--- src/rtl/pipe_ctrl_pkg.sv ---
// pipe_ctrl_pkg
//   Shared definitions for the pipeline hazard controller: the FSM state
//   encoding and the default data-memory wait limit.
package pipe_ctrl_pkg;

    typedef enum logic [1:0] {
        RUN      = 2'd0,
        MEM_WAIT = 2'd1,
        FLUSH    = 2'd2
    } state_e;

    // Maximum data-memory wait cycles before a timeout (legal range 1..15).
    localparam int unsigned WAIT_MAX_DEFAULT = 15;

endpackage

--- src/rtl/pipe_hazard_ctrl.sv ---
// pipe_hazard_ctrl
//   Hazard controller for a classic 5-stage pipeline. It handles three cases:
//   data-memory stalls with a timeout, taken-branch flushes resolved in MEM,
//   and load-use stalls detected in ID. The priority is
//   memory stall > taken branch > load-use.
//
// Ports
//   clk, reset            : clock; synchronous active-low reset
//   ID_rs, ID_rt          : source registers of the instruction in ID
//   Ex_rd, Ex_MemRead     : destination register and load flag of the EX instruction
//   MEM_MemRead/MemWrite  : MEM-stage data access
//   MEM_Branch, MEM_zero  : MEM-stage branch and its registered zero flag
//   mem_ack               : data memory completes the access this cycle
//   PC_write, PC_sel      : PC enable; select the branch target
//   IF_ID_write/flush     : IF/ID load enable; load a bubble
//   ID_EX_flush           : zero the ID/EX control fields
//   EX_MEM_hold/flush     : hold EX/MEM; zero the EX/MEM control fields
//   mem_req               : data-memory request
//   mem_err               : sticky timeout flag
//   stall_cnt             : saturating count of cycles with PC_write=0
module pipe_hazard_ctrl
    import pipe_ctrl_pkg::*;
#(
    parameter int unsigned WAIT_MAX = WAIT_MAX_DEFAULT
) (
    input  logic        clk,
    input  logic        reset,
    input  logic [4:0]  ID_rs,
    input  logic [4:0]  ID_rt,
    input  logic [4:0]  Ex_rd,
    input  logic        Ex_MemRead,
    input  logic        MEM_MemRead,
    input  logic        MEM_MemWrite,
    input  logic        MEM_Branch,
    input  logic        MEM_zero,
    input  logic        mem_ack,
    output logic        PC_write,
    output logic        PC_sel,
    output logic        IF_ID_write,
    output logic        IF_ID_flush,
    output logic        ID_EX_flush,
    output logic        EX_MEM_hold,
    output logic        EX_MEM_flush,
    output logic        mem_req,
    output logic        mem_err,
    output logic [31:0] stall_cnt
);

    localparam logic [3:0] WAIT_MAX_L = 4'(WAIT_MAX);

    state_e      state_q, state_d;
    logic [3:0]  wait_cnt_q, wait_cnt_d;
    logic        mem_err_q, mem_err_d;
    logic [31:0] stall_cnt_q, stall_cnt_d;

    logic        req_raw;
    logic        stall;
    logic        taken;
    logic        load_use;

    assign req_raw = MEM_MemRead | MEM_MemWrite;

    always_comb begin
        state_d      = state_q;
        wait_cnt_d   = wait_cnt_q;
        mem_err_d    = mem_err_q;
        stall        = 1'b0;
        taken        = 1'b0;
        load_use     = 1'b0;
        PC_write     = 1'b1;
        PC_sel       = 1'b0;
        IF_ID_write  = 1'b1;
        IF_ID_flush  = 1'b0;
        ID_EX_flush  = 1'b0;
        EX_MEM_hold  = 1'b0;
        EX_MEM_flush = 1'b0;
        mem_req      = 1'b0;

        case (state_q)
            RUN: begin
                mem_req = req_raw;
                if (req_raw && !mem_ack) begin
                    stall      = 1'b1;
                    state_d    = MEM_WAIT;
                    wait_cnt_d = 4'd1;
                end
            end
            MEM_WAIT: begin
                mem_req = req_raw;
                if (!mem_ack) begin
                    if (wait_cnt_q == WAIT_MAX_L) begin
                        // Timeout: give up on the access and let the pipe move.
                        mem_err_d  = 1'b1;
                        wait_cnt_d = '0;
                        state_d    = RUN;
                    end else begin
                        stall      = 1'b1;
                        wait_cnt_d = wait_cnt_q + 4'd1;
                    end
                end else begin
                    wait_cnt_d = '0;
                    state_d    = RUN;
                end
            end
            FLUSH: begin
                state_d = RUN;
            end
            default: begin
                state_d    = RUN;
                wait_cnt_d = '0;
            end
        endcase

        // A branch can only resolve once the memory stall has been released;
        // in FLUSH the MEM stage holds a bubble, so nothing is evaluated there.
        taken = (state_q != FLUSH) && !stall && MEM_Branch && MEM_zero;

        load_use = (state_q == RUN) && !stall && !taken && Ex_MemRead &&
                   (Ex_rd != 5'd0) && ((Ex_rd == ID_rs) || (Ex_rd == ID_rt));

        if (stall) begin
            PC_write    = 1'b0;
            IF_ID_write = 1'b0;
            EX_MEM_hold = 1'b1;
        end else if (taken) begin
            PC_sel       = 1'b1;
            IF_ID_flush  = 1'b1;
            ID_EX_flush  = 1'b1;
            EX_MEM_flush = 1'b1;
            state_d      = FLUSH;
        end else if (load_use) begin
            PC_write    = 1'b0;
            IF_ID_write = 1'b0;
            ID_EX_flush = 1'b1;
        end

        if (!reset) begin
            PC_write     = 1'b0;
            PC_sel       = 1'b0;
            IF_ID_write  = 1'b0;
            IF_ID_flush  = 1'b1;
            ID_EX_flush  = 1'b1;
            EX_MEM_hold  = 1'b0;
            EX_MEM_flush = 1'b1;
            mem_req      = 1'b0;
        end

        stall_cnt_d = stall_cnt_q;
        if (!PC_write && (stall_cnt_q != '1)) begin
            stall_cnt_d = stall_cnt_q + 32'd1;
        end
    end

    always_ff @(posedge clk) begin
        if (!reset) begin
            state_q     <= RUN;
            wait_cnt_q  <= '0;
            mem_err_q   <= 1'b0;
            stall_cnt_q <= '0;
        end else begin
            state_q     <= state_d;
            wait_cnt_q  <= wait_cnt_d;
            mem_err_q   <= mem_err_d;
            stall_cnt_q <= stall_cnt_d;
        end
    end

    assign mem_err   = mem_err_q;
    assign stall_cnt = stall_cnt_q;

endmodule

--- config.mk ---
export PLATFORM = sky130hd
export DESIGN_NAME = pipe_hazard_ctrl
export DESIGN_NICKNAME = d
export VERILOG_FILES = /design/src/rtl/pipe_ctrl_pkg.sv /design/src/rtl/pipe_hazard_ctrl.sv
export SDC_FILE = /design/constraint.sdc
export NUM_CORES = 1
export LEC_CHECK = 0
export CAP_MARGIN = 5
export CORE_AREA = 2 2 84 62
export DETAILED_ROUTE_END_ITERATION = 10
export DIE_AREA = 0 0 86 64
export PLACE_DENSITY = 0.86
export SETUP_SLACK_MARGIN = 0.4
export SYNTH_ARGS = -nofsm -noshare
export SYNTH_HDL_FRONTEND = slang
export SYNTH_SLANG_ARGS = --single-unit
--- constraint.sdc ---
create_clock -name clk -period 5.49 [get_ports clk]
set_clock_uncertainty 0.15 [all_clocks]
set_input_delay 1.098 -clock clk [delete_from_list [all_inputs] [get_ports clk]]
set_output_delay 1.098 -clock clk [all_outputs]
set_load 0.03 [all_outputs]
**Word level (Yosys, flattened, before mapping)**

Cells that the tools add are included.

- Register bits after elaboration: 39
- Bits in latches: 0
- RAM bits: 0
- ROM bits: 0
- Input port bits: 23
- Output and inout port bits: 41
- Word-level logic and storage cells: 67
- Memories kept: 0

- Add/subtract/negate cells: 2
- Multipliers: 0
- Divide/modulo/power cells: 0
- Order comparisons: 0
- Equality and inequality tests: 8
- Shift-type cells: 0
- Muxes and demuxes: 30
- Bitwise logic cells: 3
- Reduce and logical (&&, ||, !) cells: 20

Operator list:

| cell | number |
|---|---|
| 32-bit by 1-bit adder with 32-bit output, second input constant | 1 |
| 32-bit != test, second input constant | 1 |
| 1-bit 2-to-1 mux | 19 |
| 4-bit 2-to-1 mux | 3 |
| 4-bit one-hot mux with 3 select lines | 1 |
| 5-bit == test | 2 |
| 1-bit logical AND | 10 |
| 2-bit 2-to-1 mux | 5 |
| 5-bit nonzero test | 1 |
| 4-bit by 1-bit adder with 4-bit output, second input constant | 1 |
| 4-bit == test, second input constant | 1 |
| 1-bit logical NOT | 4 |
| 2-bit != test, second input constant | 2 |
| 2-bit one-hot mux with 2 select lines | 1 |
| 3-bit AND reduction | 1 |
| 2-bit by 1-bit == test with 1-bit output, second input constant | 1 |
| 2-bit == test, second input constant | 1 |
| 2-bit logical NOT | 1 |
| 1-bit inverter | 2 |
| 1-bit one-hot mux with 2 select lines | 1 |
| 2-bit AND reduction | 1 |
| 2-bit OR reduction | 1 |
| 1-bit logical OR | 1 |
| 1-bit OR | 1 |

**Logic depth before layout (Yosys ltp)**

- Word-level depth: 19
- Depth in mapped cells: 9
- Depth with buffers taken out: 7

**Worst setup path after synthesis**

OpenSTA, ideal clock, no wires.

- Kind: input-to-output
- Start point: in MEM_MemWrite
- End point: out PC_write
- Arrival time: 2.713 ns
- Data required time: 4.242 ns
- Slack: 1.529 ns
- Stages on the path: 6
- Buffers on the path: 3
- Cell sequence: o21ai_0 > o211ai_2 > a31oi_2 > buf_2 > buf_1 > buf_4

- Word-level cells in the longest chain between the ends: 17
- Elaborated cells between the ends (all ways): 18
- Those cells by class: mux: 6; bitwise: 1; reduce/logical: 11

Ends and longest elaborated chain:

| element | RTL line | RTL |
|---|---|---|
| start: declaration | pipe_hazard_ctrl.sv:33 | `input logic MEM_MemWrite,` |
| 1-bit OR (*) | pipe_hazard_ctrl.sv:61 | `assign req_raw = MEM_MemRead \| MEM_MemWrite;` |
| 1-bit logical AND (*) | pipe_hazard_ctrl.sv:82 | `if (req_raw && !mem_ack) begin` |
| 1-bit 2-to-1 mux (*) | pipe_hazard_ctrl.sv:82 |  |
| 1-bit one-hot mux with 2 select lines (*) | pipe_hazard_ctrl.sv:79 | `case (state_q)` |
| 1-bit logical NOT | pipe_hazard_ctrl.sv:116, pipe_hazard_ctrl.sv:118 |  |
| 1-bit logical AND (3 in series) | pipe_hazard_ctrl.sv:116 | `taken = (state_q != FLUSH) && !stall && MEM_Branch && MEM_zero;` |
| 1-bit logical NOT | pipe_hazard_ctrl.sv:118 | `load_use = (state_q == RUN) && !stall && !taken && Ex_MemRead &&` |
| 1-bit logical AND (3 in series) | pipe_hazard_ctrl.sv:118 |  |
| 1-bit logical AND | pipe_hazard_ctrl.sv:119 | `(Ex_rd != 5'd0) && ((Ex_rd == ID_rs) \|\| (Ex_rd == ID_rt));` |
| 1-bit 2-to-1 mux (2 in series) | - |  |
| 1-bit 2-to-1 mux (*) (2 in series) | - |  |
| end: declaration | pipe_hazard_ctrl.sv:37 | `output logic PC_write,` |

Mark *: on every way between the ends. The rest lies on a longest branch, timed or not.

**Final worst setup path**

- Start point: in Ex_rd[0]
- End point: out ID_EX_flush

- Word-level cells in the longest chain between the ends: 7
- Elaborated cells between the ends (all ways): 10
- Those cells by class: eq/ne: 2; mux: 4; reduce/logical: 4

Ends and longest elaborated chain:

| element | RTL line | RTL |
|---|---|---|
| start: declaration | pipe_hazard_ctrl.sv:30 | `input logic [4:0] Ex_rd,` |
| 5-bit == test / 5-bit nonzero test (equally long branches) | pipe_hazard_ctrl.sv:119 |  |
| 1-bit logical OR / 1-bit logical AND (equally long branches) | pipe_hazard_ctrl.sv:119, pipe_hazard_ctrl.sv:118 |  |
| 1-bit logical AND (*) | pipe_hazard_ctrl.sv:119 |  |
| 1-bit 2-to-1 mux (*) | pipe_hazard_ctrl.sv:131 | `end else if (load_use) begin` |
| 1-bit 2-to-1 mux (*) | pipe_hazard_ctrl.sv:125 | `end else if (taken) begin` |
| 1-bit 2-to-1 mux (*) | pipe_hazard_ctrl.sv:121 | `if (stall) begin` |
| 1-bit 2-to-1 mux (*) | pipe_hazard_ctrl.sv:137 | `if (!reset) begin` |
| end: declaration | pipe_hazard_ctrl.sv:41 | `output logic ID_EX_flush,` |

Marks and branches as above.

==> flow_summary.yaml <==
sta:
  hold_viol_final: 0
  slew_violations: 0
  finalSetupTns_ns: 0
  max_freq_ghz: 0.225
  finalCriticalPeriod_ns: 4.45
  setup_viol: 0
  grt_setup_unrepaired: "false"
  slew_headroom_pct: 53.1
  fin_crit_sh_pct: 81.0
  tightest_slew_ns: 0.703
pwr:
  power_mw: 0.575
  ir_worst_vdd_uv: 120
  leakagePower_nw: 0.968
  cellPowerDensity_nw_per_um2: 189
critical_path:
  worstSetupStartpointType: "primary input"
  r2r-start: "stall_cnt[20]"
  crit_path_end_kind: "output pin"
  critPathKind: "primary input to output pin"
  crit_path_max_incr_delay_ns: 0.69
  slowest_stage: "clkdlybuf4s50_1"
  critical_path.max_fanout: 3
  r2r-end: "stall_cnt[7]"
  worstPathArrival_ns: 3.20
  cpLargestDelayFamily: "buffers and inverters"
  worst_path_most_repeated_cell: "clkdlybuf4s50_1"
  path_cells: "clkdlybuf4s50_1 -> xnor2_1 -> nand3_1 -> o22ai_1 -> nand2_1 -> a31oi_1 -> clkdlybuf4s50_1"
  r2r_cells: 7
  path_buf_inv: 2
  reg2reg_slack_ns: 2.49
  cp_data_required_time_ns: 4.24
floorplan:
  ios: 64
  die_area_um2: 5500
  core.rowCount: 21
  die_h_um: 64
  core-area_um2: 4650
  die_x_um: 86
  start_util_pct: 50.0
clock_tree:
  cts_made_buffers: 5
  clockBufferDepth: 2
  post-cts-setup-buffers: 0
  cts_tree: "done"
  ctsResizeCount: 0
  ctsHoldBuffers: 0
  clk_pin_slew_ns: 0.07
  cts-root-buf: "clkbuf_8"
  clk-insertion-delay-late_ns: 0.29
  htree_levels: 2
  clkSinkCount: 39
detailed_routing:
  wl_mm: 6.31
  via_per_inst: 6.03
  ant_nets: 0
  num_vias: 2376
  routedWlPerCell_um: 16.0
  drt-pass1-iter-count: 4
  drtIter0Drc: 177
  remaining_drc_errors: 0
placed_design:
  portBuffers: 63
  placed_cell_area_um2: 2970
  globalplace.congestion: 0.806
  hpwl_mm: 4.49
status:
  status: "completed"
yosys:
  synthFlopType: "dfxtp_1"
  yosysWarningCount: 0
  seq_area_frac_synth_pct: 33.6
  yosysTopAreaCellShare_pct: 33.6
  async_flop_share_pct: 0
  syn-cell-area_um2: 2320
  syn_nets: 307
  syn_avg_cell_area_um2: 8.24
  ys_types: 49
  synth_top_cell_by_area: "dfxtp_1"
  netlist_instances: 282
  netlist_top_cells_count: "39 x dfxtp_1, 25 x a21oi_1, 20 x nand2_1"
  ys_ff_latch: 39
  synth_enable_flop_cells: 0
  synth_most_common_cell: "dfxtp_1"
  synth.area.top_cells: "dfxtp_1 34%, o31ai_1 5.8%, a21oi_1 5.4%"
global_route:
  overflow: 0
  grt_usage_pct: 23.6
  grt_pass1_wl_mm: 10.6
  grt_max_degree: 62
  antenna_found_initial: 0
  grt_pass1_vias: 2257
final_layout:
  finish.instance_area_um2: 3050
  utilization_pct: 65.5
  syn_to_final_growth_pct: 31.1
  antenna_cells: 0
  nFillCells: 418
  nets: 361
  post_route_cells_drive_above_1_share_pct: 5.34
min_path:
  worstHoldEndpoint: "stall_cnt[23]"
  holdCritStartpoint: "stall_cnt[23]"
  hold-path-cell-count: 2
  hold_class: "flip-flop to flip-flop"
flow_run:
  maxCapViolations: 0
## worst min-delay path, stage by stage (launching register included)
cell	delay [ns]
dfxtp_1	0.33
nand2_1	0.06
mux2i_1	0.05
## cell usage in the layout (no fill, tap or decap), types with 6 or more instances in the layout
cell             count
clkdlybuf4s50_1     63
dfxtp_1             39
a21oi_1             25
nand2_1             20
nor2_1              19
o31ai_1             18
nand3_1             16
or4_1               16
xnor2_1             10
nand4_1             10
nor4_1               7
nor3_1               6
o21a_1               6
## per-layer routing
metal	vias up	track usage, %	wire length (µm)
li1	1190	-	-
met1	1116	32.7	3040
met2	62	37.8	2930
met3	8	4.78	294
met4	0	5.56	55
met5	-	0	0
## power by group
part,internal (mW),switching [mW],total (mW)
clock network,0.0892,0.0974,0.187
registers,0.287,0.00598,0.293
logic,0.0419,0.0539,0.0958
## worst max-delay path by stage
stage	slack, ns	to	depth (start not counted)	start
final	1.04	ID_EX_flush	7	Ex_rd[0]
after detailed placement	1.04	ID_EX_flush	7	Ex_rd[0]
after global routing	0.91	ID_EX_flush	7	Ex_rd[0]
after floorplan	1.53	PC_write	6	MEM_MemWrite
after global placement	1.14	ID_EX_flush	7	Ex_rd[0]
after CTS	1.04	ID_EX_flush	7	Ex_rd[0]
## sequential cells by signal (all words and copies together), names as in the netlist
register / flops
stall_cnt: 32
wait_cnt_q: 4
state_q: 2
mem_err: 1
## kinds of logic after synthesis
kind of cell / after synthesis / share of synthesized area (%)
AND/OR/NAND/NOR: 129 / 33.9
AO/OA/AOI/OAI: 75 / 21.5
flip-flops: 39 / 33.6
buffers and inverters: 24 / 4.90
XOR/XNOR: 10 / 3.77
multiplexers: 3 / 1.29
adder cells (fa/ha/maj): 2 / 1.08
## area by class of cell
class / count / area, µm² / area share, %
Clock buffer: 7 / 76.3 / 2.50
Clock inverter: 1 / 5.00 / 0.164
Inverter: 4 / 15.0 / 0.493
Multi-Input combinational cell: 219 / 1440 / 47.2
Sequential cell: 39 / 781 / 25.6
Tap cell: 57 / 71.3 / 2.34
Timing Repair Buffer: 67 / 661 / 21.7
## through the flow
stage	setup slack (ns)	hold slack, ns	cells
after global placement	1.14	0.312	386
after detailed placement	1.04	0.311	386
after CTS	1.04	0.334	394
after floorplan	1.53	0.308	282
after global routing	0.909	0.359	394
final	1.04	0.333	394
(Power assumes the default switching activity.)
